--- src/rtl/mem_responder_if.sv ---
// mem_responder_if: bus between a requester and mem_responder.
// MEM_IO_PORT_EN adds the io_out/io_strobe memory-mapped output port.
interface mem_responder_if #(
  parameter int WORD_W = 8,
  parameter int ADDR_W = 5
);
  logic              CS;
  logic              R_NW;
  logic [ADDR_W-1:0] address;
  logic [WORD_W-1:0] data_in;
  logic [WORD_W-1:0] data_out;
  logic              data_valid;
  logic              ready;
  logic              access_err;
`ifdef MEM_IO_PORT_EN
  logic [WORD_W-1:0] io_out;
  logic              io_strobe;
`endif
  modport master (
    output CS, R_NW, address, data_in,
    input  data_out, data_valid, ready, access_err
`ifdef MEM_IO_PORT_EN
    , input io_out, io_strobe
`endif
  );
  modport slave (
    input  CS, R_NW, address, data_in,
    output data_out, data_valid, ready, access_err
`ifdef MEM_IO_PORT_EN
    , output io_out, io_strobe
`endif
  );
endinterface

--- src/rtl/mem_responder.sv ---
// mem_responder: word RAM zeroed after reset, with registered reads and a sticky early-access flag.
// MEM_IO_PORT_EN maps the all-ones address onto the io_out output port.
module mem_responder #(
  parameter int WORD_W = 8,
  parameter int ADDR_W = 5
) (
  input logic           clock,
  input logic           n_reset,
  mem_responder_if.slave bus
);
  typedef enum logic [1:0] {CLEAR, IDLE, READ} state_t;
  localparam logic [ADDR_W-1:0] LAST = '1;
  state_t            state_q;
  logic [ADDR_W-1:0] ptr_q;
  logic [WORD_W-1:0] mem_q [2**ADDR_W];
  logic [WORD_W-1:0] data_out_q;
  logic [WORD_W-1:0] rd_data;
  logic              data_valid_q;
  logic              ready_q;
  logic              err_q;
  logic              rd;
  logic              wr;
  assign rd = state_q != CLEAR && bus.CS && bus.R_NW;
  assign wr = state_q != CLEAR && bus.CS && !bus.R_NW;
`ifdef MEM_IO_PORT_EN
  logic [WORD_W-1:0] io_out_q;
  logic              io_strobe_q;
  logic              io_hit;
  assign io_hit       = bus.address == LAST;
  assign rd_data      = io_hit ? io_out_q : mem_q[bus.address];
  assign bus.io_out    = io_out_q;
  assign bus.io_strobe = io_strobe_q;
`else
  assign rd_data = mem_q[bus.address];
`endif
  assign bus.data_out   = data_out_q;
  assign bus.data_valid = data_valid_q;
  assign bus.ready      = ready_q;
  assign bus.access_err = err_q;
  always_ff @(posedge clock or negedge n_reset)
    if (!n_reset) begin
      state_q      <= CLEAR;
      ptr_q        <= '0;
      data_out_q   <= '0;
      data_valid_q <= 1'b0;
      ready_q      <= 1'b0;
      err_q        <= 1'b0;
`ifdef MEM_IO_PORT_EN
      io_out_q     <= '0;
      io_strobe_q  <= 1'b0;
`endif
    end else begin
      ptr_q        <= state_q == CLEAR ? ptr_q + 1'b1 : ptr_q;
      state_q      <= state_q == CLEAR ? (ptr_q == LAST ? IDLE : CLEAR) : (rd ? READ : IDLE);
      ready_q      <= ready_q | (state_q == CLEAR && ptr_q == LAST);
      err_q        <= err_q | (state_q == CLEAR && bus.CS);
      data_valid_q <= rd;
      data_out_q   <= rd ? rd_data : data_out_q;
`ifdef MEM_IO_PORT_EN
      io_strobe_q  <= wr && io_hit;
      io_out_q     <= wr && io_hit ? bus.data_in : io_out_q;
`endif
    end
  // Storage has no reset; the CLEAR sweep zeroes it one word per cycle.
  always_ff @(posedge clock)
    if (state_q == CLEAR) mem_q[ptr_q] <= '0;
    else if (wr) mem_q[bus.address] <= bus.data_in;
endmodule
--- src/flat_wrapper.sv ---
// flat-port wrapper written by rule: the top's interface ports become plain ports
module mem_responder_flat 
#(
  parameter int WORD_W = 8,
  parameter int ADDR_W = 5
)
  (clock, n_reset, bus_CS, bus_R_NW, bus_address, bus_data_in, bus_data_out, bus_data_valid, bus_ready, bus_access_err);
  mem_responder_if #(.WORD_W(WORD_W), .ADDR_W(ADDR_W)) bus_i ();
  input logic clock;
  input logic n_reset;
  input wire logic [$bits(bus_i.CS)-1:0] bus_CS;
  input wire logic [$bits(bus_i.R_NW)-1:0] bus_R_NW;
  input wire logic [$bits(bus_i.address)-1:0] bus_address;
  input wire logic [$bits(bus_i.data_in)-1:0] bus_data_in;
  output wire logic [$bits(bus_i.data_out)-1:0] bus_data_out;
  output wire logic [$bits(bus_i.data_valid)-1:0] bus_data_valid;
  output wire logic [$bits(bus_i.ready)-1:0] bus_ready;
  output wire logic [$bits(bus_i.access_err)-1:0] bus_access_err;
  assign bus_i.CS = bus_CS;
  assign bus_i.R_NW = bus_R_NW;
  assign bus_i.address = bus_address;
  assign bus_i.data_in = bus_data_in;
  assign bus_data_out = bus_i.data_out;
  assign bus_data_valid = bus_i.data_valid;
  assign bus_ready = bus_i.ready;
  assign bus_access_err = bus_i.access_err;
  mem_responder #(.WORD_W(WORD_W), .ADDR_W(ADDR_W)) u_core (.clock(clock), .n_reset(n_reset), .bus(bus_i));
endmodule
--- config.mk ---
export PLATFORM = sky130hd
export DESIGN_NAME = mem_responder_flat
export DESIGN_NICKNAME = d
export VERILOG_FILES = /design/src/rtl/mem_responder_if.sv /design/src/rtl/mem_responder.sv /design/src/flat_wrapper.sv
export SDC_FILE = /design/constraint.sdc
export NUM_CORES = 1
export LEC_CHECK = 0
export BUFFER_PORTS_ARGS = -buffer_cell sky130_fd_sc_hd__buf_2
export CORE_UTILIZATION = 45
export DETAILED_ROUTE_END_ITERATION = 16
export PLACE_DENSITY = 0.71
export SYNTH_ARGS = -nofsm -noshare
export SYNTH_HDL_FRONTEND = slang
export SYNTH_SLANG_ARGS = --single-unit
export TNS_END_PERCENT = 50
--- constraint.sdc ---
create_clock -name clock -period 3.7 [get_ports clock]
set_input_delay 0.185 -clock clock [delete_from_list [all_inputs] [get_ports clock]]
set_output_delay 0.185 -clock clock [all_outputs]
set_load 0.01 [all_outputs]
==> Word-level counts from Yosys, hierarchy flattened <==
Memories as Yosys holds them, arrays and structs flattened. A register that Yosys moved wholly into a read port is not among the register bits.
Index checks and enable logic that the tools add are counted.
{ "word_totals": {"word_cells": 31, "in_bits": 17, "memories": 1, "reg_bits": 10, "out_inout_bits": 11, "mem_bits_rw": 256} }
{ "memory_table": {"columns": ["memory", "words", "word_bits", "rd", "rd_clocked_by_memory_dff", "wr", "line", "text"], "rows": [
  ["u_core.mem_q", 32, 8, 1, 1, 1, "mem_responder.sv:15", "logic [WORD_W-1:0] mem_q [2**ADDR_W];"]
]} }
{ "op_classes": {"n_eq_ne": 1, "muxes": 11, "bitwise_logic": 2, "n_reduce_logical": 10, "n_addsub": 1} }
{ "op_table": {"columns": ["cell", "n"], "rows": [
  ["$mux 8", 1],
  ["$reduce_or 8->1", 1],
  ["$mux 1", 7],
  ["$add 5x1->5 const B", 1],
  ["$eq 5x5->1 const B", 1],
  ["$logic_and 1x1->1", 5],
  ["$mux 5", 1],
  ["$mux 2", 2],
  ["$logic_not 1->1", 2],
  ["$logic_not 2->1", 1],
  ["$or 1x1->1", 2],
  ["$reduce_bool 2->1", 1]
]} }

==> Logic depth before layout (Yosys ltp) <==
Gate-level depths: netlist of the first run.
{ "depth": {"depth_word": 8, "depth_mapped": 8} }

==> Least setup slack after synthesis of the first run <==
No wires, ideal clock.
{ "synth_path": {"kind": "flip-flop to flip-flop", "start": "register u_core.state_q[1]", "end": "memory u_core.mem_q[12][0], enable pin", "n_path_buf": 0, "arrival_time_ps": 2087, "stages_incl_launch_ff": 5, "setup_slack_ps": 1218, "setup_ps": 395, "period_less_slack_ps": 2482, "required_time_ps": 3305, "path_cell_list": "dfrtp_1 nor2_2 nor3b_4 mux2_2 nor4_1"} }
{ "synth_via": {"elab_chain_len": 8, "word_cells_on_any_way": 12} }
{ "synth_rtl": {"columns": ["element", "line", "text"], "rows": [
  ["start: declaration", "mem_responder.sv:13", "state_t state_q;"],
  ["start signal: assignment", "mem_responder.sv:54", "state_q <= state_q == CLEAR ? (ptr_q == LAST ? IDLE : CLEAR) : (rd ? READ : IDLE);"],
  ["$reduce_bool 2->1", "mem_responder.sv:24", "assign wr = state_q != CLEAR && bus.CS && !bus.R_NW;"],
  ["$logic_and 1x1->1 (2 in a row)", "mem_responder.sv:24", null],
  ["$mux 1", "mem_responder.sv:67", "else if (wr) mem_q[bus.address] <= bus.data_in;"],
  ["$mux 1", "mem_responder.sv:66", "if (state_q == CLEAR) mem_q[ptr_q] <= '0;"],
  ["$mux 1 (not written as such)", "mem_responder.sv:67", null],
  ["$reduce_or 8->1 (no line)", null, null],
  ["$mux 5 (no line) / $mux 1 (equally long branches)", null, null],
  ["end: declaration", "mem_responder.sv:15", null]
]} }
Several ways; a longest one is shown, not always the timed one.

==> Worst setup path in the final report of the first run <==
{ "layout_path": {"start": "register u_core.state_q[0]", "end": "memory u_core.mem_q[5][7], enable pin"} }
Same word-level chain as after synthesis.

==> run_results.csv, run 1 <==
group,metric,value,unit
run_status,status,"finished clean",
yosys,synth_top_family_by_area,"multiplexers",
timing,final-setup-viol-count,0,
timing,fin_crit,2.90,ns
yosys,yosysTopAreaCellShare,0.701,
placement,port_buffers,27,
timing,hold_viol,0,
timing,fin_crit_sh,0.785,
yosys,synth_area_leaders,"edfxtp_1, mux2i_1, dfrtp_1, a22oi_1, a221oi_1",
global_routing,grt_max_degree,69,
yosys,synth_mux_area_frac,0.121,
floorplan,die_h,158,um
cells_and_area,n_fill_cell,1902,
cts,cts.path.max_buffers,3,
placement,dpl_cell_area,0.0116,sq mm
global_routing,antenna_found_initial,0,
setup_path,worstPathMaxFanout,16,
drt,post_drt_wl_per_cell,23.3,um
floorplan,start_util,0.463,
power,ir_worst_vdd,387,uV
cells_and_area,finalNetCount,711,
timing,fmax,344,MHz
yosys,synth-seq-cells,274,
floorplan,fp.coreArea,0.0237,sq mm
setup_path,critPathCapture,"u_core.mem_q[5][7]$_DFFE_PP_",
power,p_sw,1.95,mW
yosys,synth_ff_type,"edfxtp_1",
power,p_comb_frac,0.142,
power,p_leak,4.53,nW
power,p_int,5.65,mW
setup_path,cp_data_required_time,3.85,ns
setup_path,cp-startpoint,"u_core.state_q[0]$_DFF_PN0_",
global_routing,overflow,0,
power,clkPwrFrac,0.352,
cells_and_area,diodes,0,
cts,clk_pin_slew,0.06,ns
yosys,seq_area_frac_synth,0.742,
timing,rsz0062_at_grt,"false",
setup_path,ff2ff_path_depth,5,
setup_path,slowest_stage,"nor2_1",
setup_path,rrSetupSlack,0.80,ns
job,drv_cap,0,
yosys,synth-edff-count,256,
drt,dr.pass1.iters,4,
yosys,synth-xor-area-share,0.00239,
cells_and_area,final_common_cell,"edfxtp_1",
timing,fin_setup_tns,0,ns
drt,vias_per_cell,5.81,
cts,cts-htree-levels,1,
setup_path,crit_chain,"nor2_2, nor3b_4, mux2i_1, nand3b_1, nor2_1",
yosys,synthAdderAreaFrac,0.00228,
cells_and_area,final_cells,1032,
power,switching_share,0.256,
yosys,syn_area_per_cell,17.3,sq um
drt,drt_iter0_markers,589,
cells_and_area,drive_above_1_share,0.175,
setup_path,arrival,3.06,ns
cts,clock_latency,0.53,ns
setup_path,slowest_delay,0.61,ns
timing,max_slew_margin,0.374,
setup_path,start_kind,"flip-flop",
yosys,syn_inst,634,
setup_path,setup.worst_path.class,"flip-flop to flip-flop",
cts,cts_buffers,27,
global_routing,grt_pass1_vias,5881,
floorplan,die_area,0.0250,sq mm
yosys,synth-simple-area-share,0.0366,
setup_path,reg2reg_to,"u_core.mem_q[5][7]$_DFFE_PP_",
min_path,hp-class,"input port to asynchronous set/reset pin",
yosys,yosysWarnings,0,
floorplan,row_count,56,
placement,gp_congestion,0.879,
cells_and_area,area_delta_synth_final,13.7,%
yosys,yosys.area.top_type,"edfxtp_1",
yosys,synth_nets,653,
cts,clkSinkCount,274,
setup_path,endpoint_kind,"flip-flop",
timing,fin_hold_ws,0.135,ns
power,seqPwrFrac,0.506,
drt,routed_wl,24100,um
timing,worst_pin_slew,0.937,ns
floorplan,io_pins,28,
global_routing,grt_pass1_wl,35500,um
yosys,synthArstFlopShare,0.0657,
timing,timing.final.max_slew_violations,0,
cells_and_area,layout_common_cells,"edfxtp_1, mux2i_1, buf_4",
cts,cts_tree,"yes",
yosys,synth_area,0.0110,sq mm
global_routing,grt_util_all_layers,0.197,
cts,root_buffer,"clkbuf_16",
drt,drc,0,
drt,num_vias,5998,
power,power_density,609,mW/mm^2
drt,ant_nets,0,
yosys,synth_cell_types,33,
floorplan,die_w,158,um
yosys,synth-compound-area-share,0.0753,
timing,clock_skew,0.0197,ns
placement,post-place-cells,980,
placement,hpwl,15000,um
setup_path,rr_startpoint,"u_core.state_q[0]$_DFF_PN0_",
cells_and_area,fin_area,0.0125,sq mm
-- area by class of cell --
class                   instances  area, sq um  share of cell area
clock inverters                14          163              0.0130
flip-flops and latches        274         8140               0.652
well taps                     319          399              0.0320
inverters                       5         18.8             0.00150
multi-input cells             319         2620               0.210
clock buffers                  36          709              0.0569
repair buffers                 65          432              0.0346
-- synth_stat cells (all sizes together), types with 4 or more instances --
| library cell | n |
|---|---|
| a22o | 16 |
| a22oi | 32 |
| o22ai | 8 |
| a221oi | 16 |
| and2 | 9 |
| buf | 27 |
| nor2 | 29 |
| o41ai | 8 |
| dfrtp | 18 |
| a21oi | 16 |
| nor4 | 8 |
| clkbuf | 9 |
| inv | 5 |
| nand2 | 17 |
| edfxtp | 256 |
| mux2i | 131 |
| nand3b | 4 |
-- state kept, by name, summed over array words and instances, names as in the netlist --
| register | cells |
|---|---|
| u_core.mem_q | 256 |
| u_core.bus.data_out | 8 |
| u_core.ptr_q | 5 |
| u_core.state_q | 2 |
| u_core.bus.access_err | 1 |
| u_core.bus.data_valid | 1 |
| u_core.bus.ready | 1 |
-- power by group through the flow --
stage               combinational (mW)  sequential, mW  clock, mW
floorplan                        0.647            3.88          0
global placement                  1.04            3.89          0
detailed placement                1.07            3.90          0
CTS                               1.07            3.84       2.70
global route                      1.16            3.86       2.83
finish                            1.08            3.85       2.68
-- repair_timing --
action,in CTS,in global routing
buffers inserted,0,0
setup endpoints to repair,0,0
endpoints found under the hold margin,19,0
gates resized for setup,0,0
hold buffers,2,0
-- worst min path at each step --
stage             from                         endpoint  cells past startpoint
2_1_floorplan  n_reset  u_core.bus.access_err$_DFF_PN0_                      0
3_3_place_gp   n_reset      u_core.state_q[0]$_DFF_PN0_                      1
3_5_place_dp   n_reset  u_core.bus.data_valid$_DFF_PN0_                      1
6_report       n_reset  u_core.bus.data_valid$_DFF_PN0_                      2
4_1_cts        n_reset      u_core.ptr_q[4]$_DFFE_PN0N_                      2
5_1_grt        n_reset      u_core.ptr_q[4]$_DFFE_PN0N_                      2
-- per-layer routing --
metal / part of all wire / track usage / vias up
li1: - / - / 2650
met1: 0.40 / 0.265 / 3030
met2: 0.49 / 0.320 / 256
met3: 0.072 / 0.0296 / 62
met4: 0.034 / 0.0806 / 0
met5: 0 / 0 / -
-- metrics by stage --
stage          power, mW   util  setup WS, ns
6_report            7.60  0.527         0.796
5_1_grt             7.86  0.527         0.656
4_1_cts             7.62  0.527         0.846
3_5_place_dp        4.97  0.489         0.887
3_3_place_gp        4.93  0.489          1.08
2_1_floorplan       4.53      -          1.22
-- critical path, delay by kind of cell, from the launching register on --
kind          cells  cell delay (ns)
flops             1             0.37
simple gates      4             1.56
mux               1             0.59
-- kinds of logic (layout without fill, tap and decap cells) --
kind of cell | count (synthesis) | in the layout
buf+inv | 41 | 120
compound gates | 102 | 102
xor+xnor | 3 | 3
fa+ha+maj | 2 | 2
simple gates | 80 | 80
flops | 274 | 274
mux | 132 | 132
No activity file was read; power rests on OpenSTA's default activity.
==> run 2: changes to the inputs <==
--- a/config.mk
+++ b/config.mk
@@ -8,7 +8,7 @@
 export BUFFER_PORTS_ARGS = -buffer_cell sky130_fd_sc_hd__buf_2
 export CORE_UTILIZATION = 45
 export DETAILED_ROUTE_END_ITERATION = 16
-export PLACE_DENSITY = 0.71
+export PLACE_DENSITY = 0.73
 export SYNTH_ARGS = -nofsm -noshare
 export SYNTH_HDL_FRONTEND = slang
 export SYNTH_SLANG_ARGS = --single-unit
==> constraint.sdc (replaced) <==
create_clock -name clock -period 2.51 [get_ports clock]
set_input_delay 0.1255 -clock clock [delete_from_list [all_inputs] [get_ports clock]]
set_output_delay 0.1255 -clock clock [all_outputs]
set_load 0.01 [all_outputs]
==> run 2 against run 1 <==
Net effect: utilization increased by 0.92 points; via count grew 0.87%; total power rose by 49%; maximum frequency up 27%; first-iteration DRC count down 9.0%; non-clock buffer count is 29 higher; die area did not move; clock skew is 0.0054 ns lower; critical path depth unchanged; cell area grew 1.8%; largest cell class unchanged; highest routed layer unchanged.
==> run_results.csv, run 2 (synthesis gave the netlist of run 1 again) <==
group,metric,value,unit
floorplan,io_pins,28,
setup_path,arrival,2.53,ns
setup_path,start_kind,"flip-flop",
floorplan,start_util,0.463,
drt,num_vias,6050,
job,drv_cap,0,
drt,ant_nets,0,
cells_and_area,finalNetCount,740,
setup_path,critical_path_buf_inv_count,1,
timing,hold_viol,0,
cts,cts.path.max_buffers,3,
min_path,hp-class,"input port to asynchronous set/reset pin",
cells_and_area,largest_reg_flops,256,
cts,cts_tree,"yes",
cells_and_area,area_delta_synth_final,15.7,%
cts,clk_pin_slew,0.06,ns
power,power_density,893,mW/mm^2
cts,clkSinkCount,274,
setup_path,setup.worst_path.class,"flip-flop to flip-flop",
timing,worst_slack,0.218,ns
timing,max_slew_margin,0.279,
placement,gp_congestion,0.872,
placement,port_buffers,27,
setup_path,crit_chain,"nor2_2, nor3b_4, mux2_2, nor4_1, buf_4",
drt,vias_per_cell,5.72,
global_routing,grt_max_degree,50,
cells_and_area,layout_common_cells,"edfxtp_1, mux2i_1, buf_4",
cts,cts_buffers,27,
setup_path,worstPathMaxFanout,9,
floorplan,row_count,56,
cells_and_area,regMostFlops,"u_core.mem_q",
timing,worst_pin_slew,1.08,ns
global_routing,overflow,0,
drt,routed_wl,24000,um
timing,fin_hold_ws,0.0674,ns
floorplan,die_h,158,um
global_routing,grt_pass1_wl,35600,um
run_status,status,"finished clean",
drt,dr.pass1.iters,6,
drt,post_drt_wl_per_cell,22.7,um
cells_and_area,diodes,0,
drt,drc,0,
cells_and_area,postLayoutCoreUtil,0.536,
floorplan,die_w,158,um
setup_path,slowest_stage,"mux2_2",
timing,clock_skew,0.0143,ns
timing,fin_crit_sh,0.913,
setup_path,endpoint_kind,"flip-flop",
setup_path,cp_top_family,"simple AND/OR/NAND/NOR gates",
floorplan,fp.coreArea,0.0237,sq mm
timing,fmax,436,MHz
cts,post_cts_buffers,0,
timing,fin_crit,2.29,ns
timing,final-setup-viol-count,0,
timing,fin_setup_tns,0,ns
drt,drt_iter0_markers,536,
power,ir_worst_vdd,592,uV
placement,post-place-ws,0.280,ns
cts,root_buffer,"clkbuf_16",
cells_and_area,fin_area,0.0127,sq mm
cells_and_area,final_common_cell,"edfxtp_1",
global_routing,antenna_found_initial,0,
placement,hpwl,15000,um
global_routing,grt_util_all_layers,0.194,
setup_path,slowest_delay,0.46,ns
timing,rsz0062_at_grt,"false",
cts,cts-htree-levels,1,
floorplan,die_area,0.0250,sq mm
timing,timing.final.max_slew_violations,0,
setup_path,cp_data_required_time,2.74,ns
cts,clock_latency,0.53,ns
cells_and_area,drive_above_1_share,0.198,
global_routing,grt_pass1_vias,6193,
placement,dpl_cell_area,0.0118,sq mm
power,p_leak,4.70,nW
run 2: path summary, 6_finish.rpt:
path	from	endpoint	depth (start not counted)	slack, ns
min	n_reset	u_core.bus.data_valid$_DFF_PN0_	2	0.07
max in group asynchronous	n_reset	u_core.ptr_q[3]$_DFFE_PN0N_	2	2.12
max reg2reg	u_core.state_q[1]$_DFF_PN0_	u_core.mem_q[14][6]$_DFFE_PP_	5	0.22
min reg2reg	u_core.bus.access_err$_DFF_PN0_	u_core.bus.access_err$_DFF_PN0_	1	0.47
max	u_core.state_q[1]$_DFF_PN0_	u_core.mem_q[14][6]$_DFFE_PP_	5	0.22
min in group clock	bus_data_in[0]	u_core.mem_q[29][0]$_DFFE_PP_	3	0.28
run 2: metal layers:
metal	routed length (um)	vias to the layer above	global-route usage
met2	12000	241	0.334
met3	1530	61	0.0345
met4	792	0	0.0751
li1	-	2705	-
met5	0	-	0
met1	9670	3043	0.244
run 2: power by group:
part,switching (mW),internal [mW],leakage (nW)
Sequential,0.177,5.49,2.59
Clock,1.61,2.39,0.434
Combinational,1.06,0.599,1.68
run 2: worst reg2reg max path, delay by kind of cell, from the launching register on:
family,cells,cell delay [ns]
mux,1,0.46
simple gates,3,0.92
buf+inv,1,0.26
flops,1,0.36
run 2: through the flow:
| stage | cells | power [mW] |
|---|---|---|
| 2_1_floorplan | 634 | 6.68 |
| 3_3_place_gp | 1009 | 7.31 |
| 3_5_place_dp | 1009 | 7.39 |
| 4_1_cts | 1058 | 11.4 |
| 5_1_grt | 1058 | 11.7 |
| 6_report | 1058 | 11.3 |
run 2: area by class of cell:
type | instances | area (sq um)
fillers | 1845 | 11000
flip-flops and latches | 274 | 8140
inverters | 5 | 18.8
multi-input cells | 319 | 2610
well taps | 319 | 399
clock buffers | 35 | 747
clock inverters | 12 | 134
repair buffers | 94 | 649
run 2: repair_timing:
item                                   in CTS  in global routing
endpoints found under the hold margin      19                  0
resized for setup                           0                  0
setup endpoints to repair                   0                  0
hold buffers                                2                  0
==> run 3: changes to the inputs <==
--- a/config.mk
+++ b/config.mk
@@ -5,10 +5,11 @@
 export SDC_FILE = /design/constraint.sdc
 export NUM_CORES = 1
 export LEC_CHECK = 0
-export BUFFER_PORTS_ARGS = -buffer_cell sky130_fd_sc_hd__buf_2
-export CORE_UTILIZATION = 45
+export CORE_MARGIN = 2
+export CORE_UTILIZATION = 35
 export DETAILED_ROUTE_END_ITERATION = 16
-export PLACE_DENSITY = 0.73
+export DONT_BUFFER_PORTS = 1
+export PLACE_DENSITY = 0.61
 export SYNTH_ARGS = -nofsm -noshare
 export SYNTH_HDL_FRONTEND = slang
 export SYNTH_SLANG_ARGS = --single-unit
==> run 3 against run 2 <==
Net effect: maximum frequency decreased by 2.5%; critical endpoint is now u_core.mem_q[16][5]$_DFFE_PP_; non-clock buffer count decreased by 33; sequential power increased by 1%; clock skew increased by 0.0019 ns.
==> run_results.csv, run 3 (synthesis gave the netlist of run 1 again) <==
group,metric,value,unit
setup_path,arrival,2.58,ns
floorplan,io_pins,28,
timing,timing.final.max_slew_violations,0,
setup_path,start_kind,"flip-flop",
setup_path,setup.worst_path.class,"flip-flop to flip-flop",
drt,num_vias,5826,
power,ir_worst_vdd,664,uV
setup_path,ff2ff_path_depth,7,
power,p_leak,4.55,nW
cts,clk_pin_slew,0.06,ns
cts,cts_buffers,28,
cells_and_area,final_cells,1107,
setup_path,cp-startpoint,"u_core.state_q[1]$_DFF_PN0_",
floorplan,start_util,0.357,
drt,routed_wl,24300,um
global_routing,grt_util_all_layers,0.149,
drt,drc,0,
cells_and_area,layout_common_cells,"edfxtp_1, mux2i_1, buf_4",
power,power_density,872,mW/mm^2
timing,fin_crit_sh,0.937,
placement,port_buffers,0,
setup_path,rrSetupSlack,0.16,ns
placement,post-place-cells,1051,
setup_path,rr_startpoint,"u_core.state_q[1]$_DFF_PN0_",
setup_path,worstPathMaxFanout,11,
power,p_total,11.0,mW
cells_and_area,finalNetCount,708,
timing,final-setup-viol-count,0,
timing,fin_crit,2.35,ns
cells_and_area,drive_above_1_share,0.158,
timing,max_slew_margin,0.607,
cts,cts.path.max_buffers,3,
cts,root_buffer,"clkbuf_16",
cells_and_area,postLayoutCoreUtil,0.410,
global_routing,overflow,0,
min_path,hp-class,"input port to asynchronous set/reset pin",
timing,clock_skew,0.0162,ns
drt,dr.pass1.iters,5,
setup_path,reg2reg_to,"u_core.mem_q[16][5]$_DFFE_PP_",
cts,clock_latency,0.53,ns
timing,worst_pin_slew,0.590,ns
timing,rsz0062_at_grt,"false",
placement,hpwl,15200,um
cells_and_area,regMostFlops,"u_core.mem_q",
timing,fmax,425,MHz
setup_path,endpoint_kind,"flip-flop",
cells_and_area,final_common_cell,"edfxtp_1",
run_status,status,"finished clean",
global_routing,grt_pass1_vias,5948,
drt,ant_nets,0,
global_routing,antenna_found_initial,0,
cells_and_area,largest_reg_flops,256,
cts,cts_tree,"yes",
job,drv_cap,0,
setup_path,cp_data_required_time,2.73,ns
placement,gp_congestion,0.776,
floorplan,fp.coreArea,0.0307,sq mm
floorplan,row_count,64,
drt,vias_per_cell,5.26,
floorplan,die_w,181,um
timing,fin_setup_tns,0,ns
cells_and_area,area_delta_synth_final,15.0,%
cts,clkSinkCount,274,
timing,hold_viol,0,
drt,post_drt_wl_per_cell,22.0,um
drt,drt_iter0_markers,518,
cts,cts-htree-levels,1,
cells_and_area,diodes,0,
global_routing,grt_max_degree,132,
global_routing,grt_pass1_wl,36800,um
floorplan,die_area,0.0328,sq mm
setup_path,critPathCapture,"u_core.mem_q[16][5]$_DFFE_PP_",
floorplan,die_h,181,um
-- run 3: cell count changes in the layout (fill, tap and decap cells not counted) --
cell,delta
buf_2,-26
buf_4,-11
clkbuf_1,+7
buf_12,+4
bufinv_16,-3
clkinv_2,+2
buf_6,-1
clkbuf_16,+1
clkinv_1,-1
dlygate4sd3_1,+1
inv_6,-1
nor2_1,-1
nor2_2,+1
-- run 3: layout make-up --
class | instances | area, sq um
clock buffer | 43 | 798
sequential | 274 | 8140
fill | 2791 | 18100
clock inverter | 9 | 41.3
inverter | 5 | 18.8
tap | 396 | 495
multi-input combinational | 319 | 2610
timing repair buffer | 61 | 515
-- run 3: how the worst min path moves through the flow --
stage,slack [ns],start,endpoint,depth (start not counted)
finish,0.03,n_reset,u_core.bus.data_valid$_DFF_PN0_,2
global route,0.03,n_reset,u_core.bus.data_valid$_DFF_PN0_,2
CTS,0.03,n_reset,u_core.bus.data_valid$_DFF_PN0_,2
detailed placement,-0.17,n_reset,u_core.bus.data_out[4]$_DFFE_PN0P_,0
global placement,-0.17,n_reset,u_core.bus.data_out[5]$_DFFE_PN0P_,0
floorplan,-0.17,n_reset,u_core.bus.access_err$_DFF_PN0_,0
-- run 3: through the flow --
| step | hold WS (ns) | cell area (sq um) | setup slack (ns) |
|---|---|---|---|
| finish | 0.0316 | 12600 | 0.159 |
| global route | 0.0340 | 12600 | 0.0297 |
| CTS | 0.0304 | 12600 | 0.149 |
| detailed placement | -0.168 | 11700 | 0.182 |
| global placement | -0.168 | 11700 | 0.238 |
| floorplan | -0.170 | 11000 | 0.0282 |
-- run 3: what timing repair did --
action                                  4_1_cts  5_1_grt
hold endpoints to repair                     20        0
endpoints found under the setup margin        0        8
buffers inserted                              0        0
hold buffers                                  4        0
gates resized for setup                       0        1
-- run 3: per-layer routing --
metal / GRT usage / share of wire / vias to the layer above
met1: 0.207 / 0.45 / 2951
met4: 0.0429 / 0.030 / 0
met2: 0.241 / 0.46 / 180
met5: 0 / 0 / -
met3: 0.0264 / 0.056 / 49
li1: - / - / 2646
-- run 3: power breakdown --
group | total, mW | switching, mW | leakage, nW | internal (mW)
Combinational | 1.53 | 0.945 | 1.55 | 0.585
Clock | 3.75 | 1.57 | 0.414 | 2.18
Sequential | 5.72 | 0.235 | 2.59 | 5.49
Total | 11.0 | 2.75 | 4.55 | 8.25
-- run 3: critical path, stage by stage (launching register included) --
cell,delay [ns]
dfrtp_1,0.35
nor2_2,0.06
nor3b_4,0.42
mux2i_1,0.43
buf_4,0.25
nand3_1,0.20
nor2_1,0.15
buf_4,0.18
